**src/rtl/api_slave_pkg.sv**
```systemverilog
// rtl/api_slave_pkg.sv - frame geometry, idle pattern and state encoding shared with the master controller
package api_slave_pkg;

  localparam int          API_WORK_LEN     = 23;
  localparam int          API_RX_BLOCK_LEN = 11;
  localparam int          API_NUM          = 1;
  localparam int          API_WORD_W       = 32;
  localparam logic [31:0] API_IDLE_WORD    = 32'h0000_0000;

  typedef enum logic [1:0] {
    ST_IDLE  = 2'd0,
    ST_SHIFT = 2'd1,
    ST_DONE  = 2'd2
  } api_state_e;

endpackage

```
**src/rtl/api_slave_ram.sv**
```systemverilog
// rtl/api_slave_ram.sv - result FIFO storage, one write port and one asynchronous read port
module api_slave_ram
  import api_slave_pkg::*;
#(
  parameter int DEPTH = 32,
  parameter int AW    = 5
) (
  input  logic                  clk,
  input  logic                  i_wr_en,
  input  logic [AW-1:0]         i_wr_addr,
  input  logic [API_WORD_W-1:0] i_wr_data,
  input  logic [AW-1:0]         i_rd_addr,
  output logic [API_WORD_W-1:0] o_rd_data
);

  logic [API_WORD_W-1:0] r_mem [DEPTH];

  always_ff @(posedge clk) begin
    if (i_wr_en) begin
      r_mem[i_wr_addr] <= i_wr_data;
    end
  end

  assign o_rd_data = r_mem[i_rd_addr];

endmodule

```
**src/rtl/api_slave.sv**
```systemverilog
// rtl/api_slave.sv - serial work-frame slave with result FIFO returned as miso blocks
module api_slave
  import api_slave_pkg::*;
#(
  parameter int WORK_LEN     = API_WORK_LEN,
  parameter int RX_BLOCK_LEN = API_RX_BLOCK_LEN,
  parameter int RES_DEPTH    = 32
) (
  input  logic                         clk,
  input  logic                         rst,
  input  logic                         load,
  input  logic                         sck,
  input  logic                         mosi,
  output logic                         miso,
  output logic                         work_vld,
  output logic [31:0]                  work_dat,
  output logic [4:0]                   work_idx,
  output logic                         frame_done,
  output logic                         frame_abort,
  input  logic                         res_wr_en,
  input  logic [31:0]                  res_din,
  output logic                         res_full,
  output logic [$clog2(RES_DEPTH):0]   res_count
);

  localparam int             AW         = $clog2(RES_DEPTH);
  localparam logic [4:0]     C_WORK_LEN = WORK_LEN[4:0];
  localparam logic [4:0]     C_BLK_LEN  = RX_BLOCK_LEN[4:0];
  localparam logic [4:0]     C_BLK_LAST = C_BLK_LEN - 5'd1;
  localparam logic [AW-1:0]  C_BLK_PTR  = RX_BLOCK_LEN[AW-1:0];
  localparam logic [AW:0]    C_BLK_CNT  = RX_BLOCK_LEN[AW:0];
  localparam logic [AW:0]    C_DEPTH    = RES_DEPTH[AW:0];

  // Synchronizers reset low so a load already held low at reset release is not seen as a fall.
  logic [1:0] r_load_sync, r_sck_sync, r_mosi_sync;
  logic       r_load_d, r_sck_d;

  always_ff @(posedge clk) begin
    if (rst) begin
      r_load_sync <= '0;
      r_sck_sync  <= '0;
      r_mosi_sync <= '0;
      r_load_d    <= 1'b0;
      r_sck_d     <= 1'b0;
    end else begin
      r_load_sync <= {r_load_sync[0], load};
      r_sck_sync  <= {r_sck_sync[0], sck};
      r_mosi_sync <= {r_mosi_sync[0], mosi};
      r_load_d    <= r_load_sync[1];
      r_sck_d     <= r_sck_sync[1];
    end
  end

  logic w_load_s, w_load_fall, w_load_rise, w_sck_rise, w_sck_fall, w_mosi_s;
  assign w_load_s    = r_load_sync[1];
  assign w_load_fall = ~w_load_s & r_load_d;
  assign w_load_rise = w_load_s & ~r_load_d;
  assign w_sck_rise  = r_sck_sync[1] & ~r_sck_d;
  assign w_sck_fall  = ~r_sck_sync[1] & r_sck_d;
  assign w_mosi_s    = r_mosi_sync[1];

  api_state_e  r_state, w_state_nxt;
  logic [4:0]  r_bit_cnt, r_word_cnt;
  logic [31:0] r_rx_sr, r_tx_sr;
  logic        r_live;
  logic [AW-1:0] r_rd_ptr, r_wr_ptr;
  logic [AW:0]   r_count;
  logic        r_work_vld, r_frame_done, r_frame_abort;
  logic [31:0] r_work_dat;
  logic [4:0]  r_work_idx;
  logic        w_start, w_done_evt, w_abort_evt;

  always_ff @(posedge clk) begin
    if (rst) begin
      r_state <= ST_IDLE;
    end else begin
      r_state <= w_state_nxt;
    end
  end

  always_comb begin
    w_state_nxt = r_state;
    w_start     = 1'b0;
    w_done_evt  = 1'b0;
    w_abort_evt = 1'b0;
    unique case (r_state)
      ST_IDLE: begin
        if (w_load_fall) begin
          w_state_nxt = ST_SHIFT;
          w_start     = 1'b1;
        end
      end
      ST_SHIFT: begin
        if (w_load_rise) begin
          w_state_nxt = ST_IDLE;
          if (r_word_cnt == C_WORK_LEN) begin
            w_done_evt = 1'b1;
          end else begin
            w_abort_evt = 1'b1;
          end
        end else if (r_word_cnt == C_WORK_LEN) begin
          w_state_nxt = ST_DONE;
        end
      end
      ST_DONE: begin
        if (w_load_rise) begin
          w_state_nxt = ST_IDLE;
          w_done_evt  = 1'b1;
        end
      end
      default: w_state_nxt = ST_IDLE;
    endcase
  end

  logic          w_full, w_wr, w_active, w_word_end, w_commit;
  logic          w_live_sel, w_in_block;
  logic [AW-1:0] w_rd_addr;
  logic [31:0]   w_rd_data, w_tx_word;

  assign w_full     = (r_count == C_DEPTH);
  assign w_wr       = res_wr_en & ~w_full;
  assign w_active   = (r_state == ST_SHIFT) && (r_word_cnt != C_WORK_LEN);
  assign w_word_end = w_active & w_sck_rise & (r_bit_cnt == 5'd31);
  assign w_commit   = w_word_end & r_live & (r_word_cnt == C_BLK_LAST);

  // Block words are peeked at rd_ptr + word index; only the commit point consumes them.
  assign w_rd_addr  = (r_state == ST_IDLE) ? r_rd_ptr : r_rd_ptr + AW'(r_word_cnt);
  assign w_live_sel = w_start ? (r_count >= C_BLK_CNT) : r_live;
  assign w_in_block = w_start | (r_word_cnt < C_BLK_LEN);
  assign w_tx_word  = (w_live_sel && w_in_block) ? w_rd_data : API_IDLE_WORD;

  api_slave_ram #(
    .DEPTH (RES_DEPTH),
    .AW    (AW)
  ) u_ram (
    .clk       (clk),
    .i_wr_en   (w_wr),
    .i_wr_addr (r_wr_ptr),
    .i_wr_data (res_din),
    .i_rd_addr (w_rd_addr),
    .o_rd_data (w_rd_data)
  );

  always_ff @(posedge clk) begin
    if (rst) begin
      r_bit_cnt     <= '0;
      r_word_cnt    <= '0;
      r_rx_sr       <= '0;
      r_tx_sr       <= '1;
      r_live        <= 1'b0;
      r_work_vld    <= 1'b0;
      r_work_dat    <= '0;
      r_work_idx    <= '0;
      r_frame_done  <= 1'b0;
      r_frame_abort <= 1'b0;
    end else begin
      r_work_vld    <= 1'b0;
      r_frame_done  <= w_done_evt;
      r_frame_abort <= w_abort_evt;
      if (w_start) begin
        r_bit_cnt  <= '0;
        r_word_cnt <= '0;
        r_live     <= w_live_sel;
        r_tx_sr    <= w_tx_word;
      end else if (w_active) begin
        if (w_sck_rise) begin
          r_rx_sr <= {r_rx_sr[30:0], w_mosi_s};
          if (r_bit_cnt == 5'd31) begin
            r_bit_cnt  <= '0;
            r_word_cnt <= r_word_cnt + 5'd1;
            r_work_vld <= 1'b1;
            r_work_dat <= {r_rx_sr[30:0], w_mosi_s};
            r_work_idx <= r_word_cnt;
          end else begin
            r_bit_cnt <= r_bit_cnt + 5'd1;
          end
        end
        // A fall with bit_cnt at 0 follows the last rise of a word: load the next word.
        if (w_sck_fall) begin
          if (r_bit_cnt == 5'd0) begin
            r_tx_sr <= w_tx_word;
          end else begin
            r_tx_sr <= {r_tx_sr[30:0], 1'b1};
          end
        end
      end
    end
  end

  always_ff @(posedge clk) begin
    if (rst) begin
      r_rd_ptr <= '0;
      r_wr_ptr <= '0;
      r_count  <= '0;
    end else begin
      if (w_wr) begin
        r_wr_ptr <= r_wr_ptr + 1'b1;
      end
      if (w_commit) begin
        r_rd_ptr <= r_rd_ptr + C_BLK_PTR;
      end
      unique case ({w_wr, w_commit})
        2'b10:   r_count <= r_count + 1'b1;
        2'b01:   r_count <= r_count - C_BLK_CNT;
        2'b11:   r_count <= r_count + 1'b1 - C_BLK_CNT;
        default: r_count <= r_count;
      endcase
    end
  end

  assign miso        = (r_state == ST_SHIFT && !w_load_s) ? r_tx_sr[31] : 1'b1;
  assign work_vld    = r_work_vld;
  assign work_dat    = r_work_dat;
  assign work_idx    = r_work_idx;
  assign frame_done  = r_frame_done;
  assign frame_abort = r_frame_abort;
  assign res_full    = w_full;
  assign res_count   = r_count;

endmodule

```
**config.mk**
```make
export PLATFORM = sky130hd
export DESIGN_NAME = api_slave
export DESIGN_NICKNAME = d
export VERILOG_FILES = /design/src/rtl/api_slave_pkg.sv /design/src/rtl/api_slave_ram.sv /design/src/rtl/api_slave.sv
export SDC_FILE = /design/constraint.sdc
export NUM_CORES = 1
export LEC_CHECK = 0
export CORE_ASPECT_RATIO = 1.2
export CORE_MARGIN = 1.5
export CORE_UTILIZATION = 60
export DETAILED_ROUTE_END_ITERATION = 6
export PLACE_DENSITY = 0.74
export SYNTH_ARGS = -nofsm -noshare
export SYNTH_HDL_FRONTEND = slang
export SYNTH_SLANG_ARGS = --single-unit
```
**constraint.sdc**
```tcl
create_clock -name clk -period 8.45 [get_ports clk]
set_input_delay 1.2675 -clock clk [delete_from_list [all_inputs] [get_ports clk]]
set_output_delay 1.2675 -clock clk [all_outputs]
set_load 0.005 [all_outputs]
```
# Yosys cells after proc, flatten, opt, wreduce, memory -nomap -nowiden
# Memories as Yosys holds them, arrays and structs flattened.
# Cells that the tools add are included.
totals:
  output_inout_bits: 48
  mem_count: 1
  in_bits: 38
  ff_bits: 140
  wordCells: 106
  ram_bits: 1024
mem_list:
  columns: ["name", "depth", "word_bits", "read_ports", "rd_clocked_by_memory_dff", "write_ports", "line", "text"]
  rows:
  - ["u_ram.r_mem", 32, 32, 1, 0, 1, "api_slave_ram.sv:16", "logic [API_WORD_W-1:0] r_mem [DEPTH];"]
classes:
  reduce_logical: 18
  n_eq_ne: 13
  bitwise_logic: 20
  order_cmp: 2
  add_sub_neg: 8
  muxes: 25
op_table:
  columns: ["op", "n"]
  rows:
  - ["2-to-1 mux 32 bit", 5]
  - ["case mux 6 bit (3 select lines)", 1]
  - ["adder 5 x 1 -> 5 bit, second input constant", 3]
  - ["subtractor 6 x 4 -> 6 bit, second input constant", 2]
  - ["2-to-1 mux 1 bit", 11]
  - ["== test 5 bit, second input constant", 2]
  - ["2-to-1 mux 5 bit", 2]
  - ["NOT 1 bit", 10]
  - ["AND 1 bit", 9]
  - ["AND reduction 3 bit", 3]
  - ["2-to-1 mux 2 bit", 4]
  - ["adder 6 x 1 -> 6 bit, second input constant", 1]
  - ["== test 2 bit, second input constant", 3]
  - ["== test 6 bit, second input constant", 1]
  - [">= comparator 6 x 4 -> 1 bit, second input constant", 1]
  - ["case mux 2 bit (3 select lines)", 1]
  - ["adder 5 x 4 -> 5 bit, second input constant", 1]
  - ["adder 5 bit", 1]
  - ["== test 5 x 4 -> 1 bit, second input constant", 1]
  - ["logical NOT 5 bit", 1]
  - ["less-than comparator 5 x 4 -> 1 bit, second input constant", 1]
  - ["inequality test 5 bit, second input constant", 1]
  - ["== test 2 x 1 -> 1 bit, second input constant", 2]
  - ["inequality test 2 bit, second input constant", 2]
  - ["other kinds (13)", 17]

# Depth between registers and ports, before layout
# Gate-level depths: netlist (run 1).
logic_depth:
  word_depth: 11
  ltp_mapped: 14
  mapped_depth_nobuf: 10

# By module
# From an unflattened synthesis (run 1), not the netlist that was laid out.
hier_totals:
  hier_cells: 2958
  hier_area_um2: 46251.9
by_module_without_submodules:
  columns: ["module", "area_per_inst_um2", "cells_each", "instances", "seq_area_each_um2"]
  rows:
  - ["api_slave_ram", 39852.0, 2228, 1, 30749.5]
  - ["api_slave", 6399.9, 730, 1, 2802.7]

# Least setup slack after synthesis (run 1)
# OpenSTA, ideal clock, no wires.
synth_path:
  kind: "input to register"
  start: "input res_wr_en"
  end: "memory u_ram.r_mem[20][0], enable pin"
  t_arrival_ps: 3507
  required_ps: 8029
  path_slack_ps: 4522
  path_buffers: 2
  stages: 5
  setup_time_ps: 421
  path_cell_list: "and2_1 > clkbuf_1 > clkbuf_1 > nand2_1 > nor2_1"
synth_between:
  elab_chain_len: 3
synth_rtl:
  columns: ["item", "line", "text"]
  rows:
  - ["start: declaration", "api_slave.sv:20", "input logic res_wr_en,"]
  - ["AND 1 bit", "api_slave.sv:121", "assign w_wr = res_wr_en & ~w_full;"]
  - ["2-to-1 mux 1 bit", "api_slave_ram.sv:19", "if (i_wr_en) begin"]
  - ["2-to-1 mux 1 bit (implied by the code)", "api_slave_ram.sv:20", "r_mem[i_wr_addr] <= i_wr_data;"]
  - ["end: declaration", "api_slave_ram.sv:16", null]
# Every way passes these cells.

# Worst setup path after layout (run 1)
layout_path:
  start: "register r_rd_ptr[0]"
  end: "register r_tx_sr[0]"
layout_between:
  elab_chain_len: 8
layout_rtl:
  columns: ["item", "line", "text"]
  rows:
  - ["start: declaration", "api_slave.sv:66", "logic [AW-1:0] r_rd_ptr, r_wr_ptr;"]
  - ["start signal: assignment", "api_slave.sv:200", "r_rd_ptr <= r_rd_ptr + C_BLK_PTR;"]
  - ["adder 5 bit", "api_slave.sv:127", "assign w_rd_addr = (r_state == ST_IDLE) ? r_rd_ptr : r_rd_ptr + AW'(r_word_cnt);"]
  - ["2-to-1 mux 5 bit *", "api_slave.sv:127", null]
  - ["memory read (32 x 32 bit) *", null, null]
  - ["2-to-1 mux 32 bit *", "api_slave.sv:130", "assign w_tx_word = (w_live_sel && w_in_block) ? w_rd_data : API_IDLE_WORD;"]
  - ["2-to-1 mux 32 bit", "api_slave.sv:180", "if (r_bit_cnt == 5'd0) begin"]
  - ["2-to-1 mux 32 bit", "api_slave.sv:179", "if (w_sck_fall) begin"]
  - ["2-to-1 mux 32 bit", "api_slave.sv:165", "end else if (w_active) begin"]
  - ["2-to-1 mux 32 bit *", "api_slave.sv:160", "if (w_start) begin"]
  - ["end signal: assignment", "api_slave.sv:164", "r_tx_sr <= w_tx_word;"]
  - ["end signal: assignment", "api_slave.sv:181", "r_tx_sr <= w_tx_word;"]
  - ["end signal: assignment", "api_slave.sv:183", "r_tx_sr <= {r_tx_sr[30:0], 1'b1};"]
  - ["end: declaration", "api_slave.sv:64", "logic [31:0] r_rx_sr, r_tx_sr;"]
# Every way passes the cells marked *; elsewhere a longest branch is shown, timed or not. The select of a mux whose other input is x is not followed.
# A chain may end at the register's enable or synchronous reset.

==> PnR_summary.wiki, run 1 <==
{| class="wikitable"
! Metric !! Value
|-
| Rows || 111
|-
| CP startpoint kind || flop
|-
| Clock transition time at the flip-flop clock pins of the worst setup and hold paths || roughly 0.070 ns
|-
| Static leakage || ~0.016 uW
|-
| GR Overflow Total || 0
|-
| Sequential element share of the synthesized area || 72.08%
|-
| DRC || 2
|-
| HPWL reported at the end of detailed placement || roughly 75 mm
|-
| Placed instance area || between 40000 and 50000 um^2
|-
| H-tree depth || 3
|-
| Post-synthesis register bit count || about 1200
|-
| Final instance area || 51960 um^2
|-
| Count of yosys warnings during synthesis || 0
|-
| Share of layout cells above drive strength 1 || between 10 and 15%
|-
| Status || finished, violations left
|-
| Buffers from clock root to sink, at most || 3
|-
| Proportion of synthesized flip-flops having asynchronous set or reset || 0%
|-
| RSZ-0062 raised after global routing || no
|-
| Number of placed I/O pins || 86
|-
| Cell count after synthesis || around 3000
|-
| Number of DRC violations after detailed-routing iteration 0 || around 4300
|-
| Setup total negative slack || 0 ns
|-
| Arrival time of data at the critical path endpoint || ~5.0 ns
|-
| Syn Nets || around 3100
|-
| Achievable Freq || roughly 230 MHz
|-
| Worst clock skew || 0.04083 ns
|-
| Root Buffer || sky130_fd_sc_hd__clkbuf_16
|-
| Buffers on Ports || 85
|-
| Worst-case setup margin in the final layout || 4.014 ns
|-
| Clock buffers created by TritonCTS || 108
|-
| Average vias per placed instance || 6.597
|-
| Sinks on the clock net || between 1000 and 1500
|-
| Final layout net count || 3137
|-
| Horizontal extent of the die || 257.3 um
|-
| Violations in the final reports || DRC
|-
| Most frequent standard cell in the layout excluding fill and tap cells || sky130_fd_sc_hd__edfxtp_1
|-
| Worst-Skew Late Latency || 0.69 ns
|-
| TritonRoute pass-1 iters || 7
|-
| Height of the chip || approximately 300 um
|-
| TritonCTS clock tree || built
|-
| Post-CTS resize count || 0
|-
| Max IR drop VDD || roughly 180 uV
|-
| Slowest stage cell, crit path || sky130_fd_sc_hd__mux4_2
|-
| Cell breakdown of the critical path || ha_1, inv_1, fa_1, nand2b_1, a21boi_4, buf_12, buf_4, mux4_2, mux2i_1, nand3_1, a31oi_1, nor3_1
|-
| Final period util || 52.50%
|-
| Die Footprint || around 79000 um^2
|-
| Data required time at the worst endpoint || roughly 9 ns
|-
| Overall routing resource usage || between 30% and 40%
|-
| Average footprint of a synthesized cell || 15.29 um^2
|-
| Initial Utilization || 60.72%
|-
| Power density over the cells || between 200 and 250 nW/um^2
|-
| Highest-count cells in the layout ignoring fill and taps || sky130_fd_sc_hd__edfxtp_1 (1024), sky130_fd_sc_hd__nand2_1 (508), sky130_fd_sc_hd__nand3_1 (182), sky130_fd_sc_hd__mux4_2 (163), sky130_fd_sc_hd__dfxtp_1 (140)
|-
| Hold Path Class || flop to flop
|-
| Number of antenna violations at the first check in global routing || 7
|-
| Worst-margin pin slew || between 1 and 1.5 ns
|-
| Number of nets still failing antenna checks after routing || 0
|-
| Post-detailed-routing wire length || 126.4 mm
|-
| First-pass GRT wire length || roughly 180 mm
|-
| Tot Pwr || 12680 uW
|-
| Critical path's largest stage delay || 0.57 ns
|-
| DP Worst Slack || roughly 3.6 ns
|-
| Number of distinct standard cells referenced by the synthesized netlist || 72
|-
| Total of endpoints with negative setup slack in the final report || 0
|-
| Core area || 76660 um^2
|-
| Weighted congestion reported at the end of routability-driven placement || between 0.9 and 1
|-
| Number of buffers added for setup after CTS || 0
|-
| Class of the most critical setup path || flop to flop
|-
| Area growth syn-to-layout || 11.62%
|-
| Routed length per instance || roughly 30 um
|-
| CTS Hold Buffers Added || 0
|-
| Count of flip-flops with a built-in enable after synthesis || just over 1000
|-
| Ys flop type || sky130_fd_sc_hd__edfxtp_1
|-
| Post-synthesis cell area || between 40000 and 50000 um^2
|-
| Worst slew margin || between 20% and 30%
|-
| Count of pins over their slew limit || 0
|-
| Pin count of the biggest net entering global routing || 130
|-
| Via count of the first global-routing pass || roughly 27000
|-
| Final count of hold timing violations || 0
|-
| Maxcap violations || 0
|-
| Min cycle time layout || 4.436 ns
|-
| Kind of end point of the critical path || flop
|-
| Total vias in the final route || roughly 28000
|-
| Max FO, Critical Path || 106
|}
[power breakdown]
| group | internal (uW) | switching [uW] | leakage, uW |
|---|---|---|---|
| Sequential | 6300 | 22.8 | 0.0104 |
| Clock | 3050 | 2130 | 0.00186 |
| Combinational | 331 | 835 | 0.00428 |
[cells in the mapped netlist (all sizes together) (35+ instances only)]
cell / n / area [um^2]
a211oi: 35 / 262.8
mux2i: 74 / 753.2
edfxtp: 1024 / 30750
clkbuf: 97 / 366.6
o22ai: 40 / 256.5
o21ai: 51 / 259.0
and3: 52 / 325.3
nor2: 148 / 555.5
nand3: 182 / 910.9
mux4: 163 / 3671
a21oi: 117 / 585.6
nand2: 508 / 1907
dfxtp: 140 / 2803
buf: 100 / 669.4
[worst max-delay path, delay by kind of cell (launching register included)]
family,cells,cell delay [ns]
buf+inv,3,1.07
mux,2,0.97
fa+ha+maj,2,0.73
flops,1,0.54
compound gates,2,0.42
simple gates,3,0.40
[state kept, by name (all words and copies together) (netlist names), 2 cells and up]
register and count:
work_idx 5, work_dat 32, u_ram.r_mem 1024, r_rd_ptr 5, r_mosi_sync 2, r_load_sync 2, r_bit_cnt 5, r_tx_sr 32
r_rx_sr 31, r_word_cnt 5, r_wr_ptr 5, r_state 2, res_count 6, r_sck_sync 2
[per-layer routing]
metal  track usage [%]  share of wire, %
met1             44.06                37
met2             49.92                47
met3             5.868                11
met4             16.94               5.5
met5                 0             0.020
[path summary, 6_finish.rpt]
kind	start	endpoint	slack [ns]	cells past startpoint
setup / recovery	r_rd_ptr[0]	r_tx_sr[0]	4.01	12
hold / removal	r_load_d	frame_done	0.45	1
hold reg to reg	r_load_d	frame_done	0.45	1
setup reg to reg	r_rd_ptr[0]	r_tx_sr[0]	4.01	12
[logic make-up (layout without fill, tap and decap cells)]
kind of cell,Yosys count,in the layout,share of synthesized area [%]
compound gates,395,395,5.561
xor+xnor,19,19,0.3575
fa+ha+maj,23,23,0.6343
buf+inv,221,344,2.419
flops,1164,1164,72.08
mux,252,252,9.875
other cells,0,1,0
simple gates,970,970,9.077
[final cells by class]
| type | count | area [um^2] |
|---|---|---|
| multi-input combinational | 1659 | 12230 |
| clock inverter | 68 | 879.6 |
| sequential | 1164 | 33550 |
| inverter | 24 | 90.09 |
| fill | 4998 | 24700 |
| tap | 1017 | 1272 |
| timing repair buffer | 119 | 1031 |
| clock buffer | 133 | 2904 |
| antenna | 1 | 2.502 |
[per-stage QoR]
stage	util, %	hold slack, ns	std cells
final	67.78	0.4507	4185
after global routing	67.77	0.4733	4184
after CTS	67.77	0.4509	4184
after detailed placement	62.84	0.4309	3983
after global placement	62.84	0.4304	3983
after floorplan	-	0.4129	3044
(Power assumes the default switching activity.)
==> inputs of run 2 (changes only) <==
Clock period 8.45 ns to 4.42 ns, I/O delays scaled along.
==> run 2 against run 1 <==
The run now ends clean. Setup slack got worse by 3.5 ns. Sequential power up 91%. Hold slack got worse by 0.087 ns. Critical path depth decreased by 3. Via count rose by 1.3%. Cell area increased by 0.80%. Global-route usage is 1.6 points lower. Register-to-register slack got worse by 3.5 ns. Critical path type unchanged. Highest routed layer unchanged.
==> PnR_summary.wiki, run 2 (synthesis results as in run 1) <==
{| class="wikitable"
! Metric !! Value
|-
| Via count of the first global-routing pass || 27860 (was 26828)
|-
| Clock buffers created by TritonCTS || 105 (was 108)
|-
| Critical path's largest stage delay || 0.86 ns (was 0.57 ns)
|-
| Power density over the cells || 438.7 nW/um^2 (was 244.0 nW/um^2)
|-
| Count of placed standard cells including taps || 4042 (was 3983)
|-
| Footprint of the multi-input gates || 12220 um^2 (was 12230 um^2)
|-
| Achievable Freq || 257.2 MHz (was 225.4 MHz)
|-
| Average vias per placed instance || 6.602 (was 6.597)
|-
| Register bank with the most flops || u_ram.r_mem (unchanged)
|-
| Number of cells traversed by the worst hold path || 2 (was 1)
|-
| Buffers on Ports || 85 (unchanged)
|-
| Horizontal extent of the die || 257.3 um (unchanged)
|-
| H-tree depth || 3 (unchanged)
|-
| Number of placed I/O pins || 86 (unchanged)
|-
| Buf+Inv Stages, Crit Path || 2 (was 3)
|-
| Weighted congestion reported at the end of routability-driven placement || 0.9012 (was 0.9994)
|-
| Root Buffer || sky130_fd_sc_hd__clkbuf_16 (unchanged)
|-
| Worst-case setup margin in the final layout || 0.5314 ns (was 4.014 ns)
|-
| Design internal power || 17720 uW (was 9687 uW)
|-
| Maxcap violations || 0 (unchanged)
|-
| Clock transition time at the flip-flop clock pins of the worst setup and hold paths || 0.06 ns (was 0.07 ns)
|-
| Number of buffers added for setup after CTS || 0 (unchanged)
|-
| CTS Hold Buffers Added || 0 (unchanged)
|-
| CP startpoint kind || flop (unchanged)
|-
| Post-CTS resize count || 0 (unchanged)
|-
| Switching share of power || 22.90% (was 23.60%)
|-
| WHS Endpoint || r_wr_ptr[0] (was frame_done)
|-
| Number of nets still failing antenna checks after routing || 0 (unchanged)
|-
| CP top delay family || multiplexers (was buffers and inverters)
|-
| Share of layout cells above drive strength 1 || 15.04% (was 14.68%)
|-
| Share of power burned in the clock network || 39.0% (was 40.9%)
|-
| End of the worst register-to-register path || r_tx_sr[9] (was r_tx_sr[0])
|-
| Initial Utilization || 60.72% (unchanged)
|-
| Path length in cells of the critical path || 9 (was 12)
|-
| First-pass GRT wire length || 177.4 mm (was 182.7 mm)
|-
| TritonRoute pass-1 iters || 6 (was 7)
|-
| Storage element area || 33550 um^2 (unchanged)
|-
| DP Worst Slack || 0.5842 ns (was 3.637 ns)
|-
| HPWL reported at the end of detailed placement || 65.54 mm (was 75.06 mm)
|-
| Worst reg2reg path depth || 9 (was 12)
|-
| Max IR drop VDD || 341.4 uV (was 182.5 uV)
|-
| Worst-margin pin slew || 1.355 ns (was 1.121 ns)
|-
| Crit Reg-Reg Startpoint || r_state[0] (was r_rd_ptr[0])
|-
| Static leakage || 0.01665 uW (was 0.01649 uW)
|-
| Total of endpoints with negative setup slack in the final report || 0 (unchanged)
|-
| Sequential power share || 52.7% (was 49.9%)
|-
| Final layout net count || 3193 (was 3137)
|-
| Final count of hold timing violations || 0 (unchanged)
|-
| Core area || 76660 um^2 (unchanged)
|-
| Fill cell total of the finished layout || 4967 (was 4998)
|-
| TritonCTS clock tree || built (unchanged)
|-
| Data required time at the worst endpoint || 4.97 ns (was 9.03 ns)
|-
| Count of pins over their slew limit || 0 (unchanged)
|-
| Area growth syn-to-layout || 12.51% (was 11.62%)
|-
| Status || finished clean (was finished, violations left)
|-
| GR Overflow Total || 0 (unchanged)
|-
| Rows || 111 (unchanged)
|-
| Cell breakdown of the critical path || inv_1, ha_1, mux2_8, buf_4, mux4_2, mux2i_1, o21ai_0, o311ai_1, a211oi_1 (was ha_1, inv_1, fa_1, nand2b_1, a21boi_4, buf_12, buf_4, mux4_2, mux2i_1, nand3_1, a31oi_1, nor3_1)
|-
| Max FO, Critical Path || 61 (was 106)
|-
| Worst-Skew Late Latency || 0.69 ns (about the same)
|-
| Psw || 5262 uW (was 2992 uW)
|-
| Number of DRC violations after detailed-routing iteration 0 || 3582 (was 4286)
|-
| DRC || 0 (was 2)
|-
| Worst clock skew || 0.02684 ns (was 0.04083 ns)
|-
| Buffers from clock root to sink, at most || 3 (unchanged)
|-
| Number of cells in the finished layout apart from fillers || 4236 (was 4185)
|-
| Overall routing resource usage || 30.64% (was 32.20%)
|-
| Die Footprint || 79270 um^2 (unchanged)
|-
| Arrival time of data at the critical path endpoint || 4.44 ns (was 5.02 ns)
|-
| Hold Startpoint || rst (was r_load_d)
|-
| Routed length per instance || 28.35 um (was 30.20 um)
|-
| Largest register FFs || 1024 (unchanged)
|-
| Most frequent standard cell in the layout excluding fill and tap cells || sky130_fd_sc_hd__edfxtp_1 (unchanged)
|-
| # diodes || 0 (was 1)
|-
| Kind of end point of the critical path || flop (unchanged)
|-
| Final period util || 87.98% (was 52.50%)
|-
| Sinks on the clock net || 1164 (unchanged)
|-
| Combinational fraction of design power || 8.3% (was 9.2%)
|-
| Flop2flop setup slack || 0.53 ns (was 4.01 ns)
|-
| Hold Path Class || input pin to flop (was flop to flop)
|-
| Total vias in the final route || 27965 (was 27608)
|-
| Number of antenna violations at the first check in global routing || 6 (was 7)
|-
| Post-detailed-routing wire length || 120.1 mm (was 126.4 mm)
|-
| Min cycle time layout || 3.889 ns (was 4.436 ns)
|-
| Highest-count cells in the layout ignoring fill and taps || sky130_fd_sc_hd__edfxtp_1 (1024), sky130_fd_sc_hd__nand2_1 (508), sky130_fd_sc_hd__nand3_1 (182), sky130_fd_sc_hd__mux4_2 (163), sky130_fd_sc_hd__dfxtp_1 (140) (unchanged)
|-
| Utilization of the core after routing || 68.32% (was 67.78%)
|-
| Class of the most critical setup path || flop to flop (unchanged)
|-
| RSZ-0062 raised after global routing || no (unchanged)
|-
| Slowest stage cell, crit path || sky130_fd_sc_hd__mux2_8 (was sky130_fd_sc_hd__mux4_2)
|-
| Pin count of the biggest net entering global routing || 83 (was 130)
|-
| Worst slew margin || 9.356% (was 23.12%)
|-
| Setup total negative slack || 0 ns (unchanged)
|-
| Height of the chip || 308.1 um (unchanged)
|}
-- run 2: stage by stage --
stage               hold slack (ns)  instance area [um^2]  power [uW]
floorplan                    0.4129                 46550       13460
global placement             0.4328                 48990       14160
detailed placement           0.4432                 48990       14220
CTS                          0.3317                 52370       23030
global route                 0.3582                 52370       23560
finish                       0.3633                 52370       22980
-- run 2: layer usage --
layer	vias to the layer above	global-route usage, %	part of all wire (%)
met1	13960	40.73	37
met5	-	0.4321	0.092
met2	1862	49.34	48
met3	346	6.139	11
met4	12	13.90	4.4
li1	11785	-	-
-- run 2: area by class of cell --
class                   instances  area share (%)
inverters                      24          0.1720
flip-flops and latches       1164           64.06
multi-input cells            1659           23.33
repair buffers                178           3.550
clock inverters                67           1.104
clock buffers                 127           5.349
well taps                    1017           2.430
-- run 2: power by group through the flow --
| stage | clock network [uW] | registers, uW | logic [uW] |
|---|---|---|---|
| after floorplan | 0 | 12300 | 1150 |
| after global placement | 0 | 12300 | 1830 |
| after detailed placement | 0 | 12300 | 1880 |
| after CTS | 9040 | 12100 | 1900 |
| after global routing | 9430 | 12100 | 2030 |
| final | 8960 | 12100 | 1920 |
-- run 2: worst max path at each step --
stage | from | to | slack (ns)
after floorplan | res_count[0] | u_ram.r_mem[20][0] | 0.73
after global placement | r_state[0] | r_tx_sr[9] | 0.68
after detailed placement | r_state[0] | r_tx_sr[9] | 0.58
after CTS | r_state[0] | r_tx_sr[17] | 0.56
after global routing | r_state[0] | r_tx_sr[19] | 0.29
final | r_state[0] | r_tx_sr[9] | 0.53
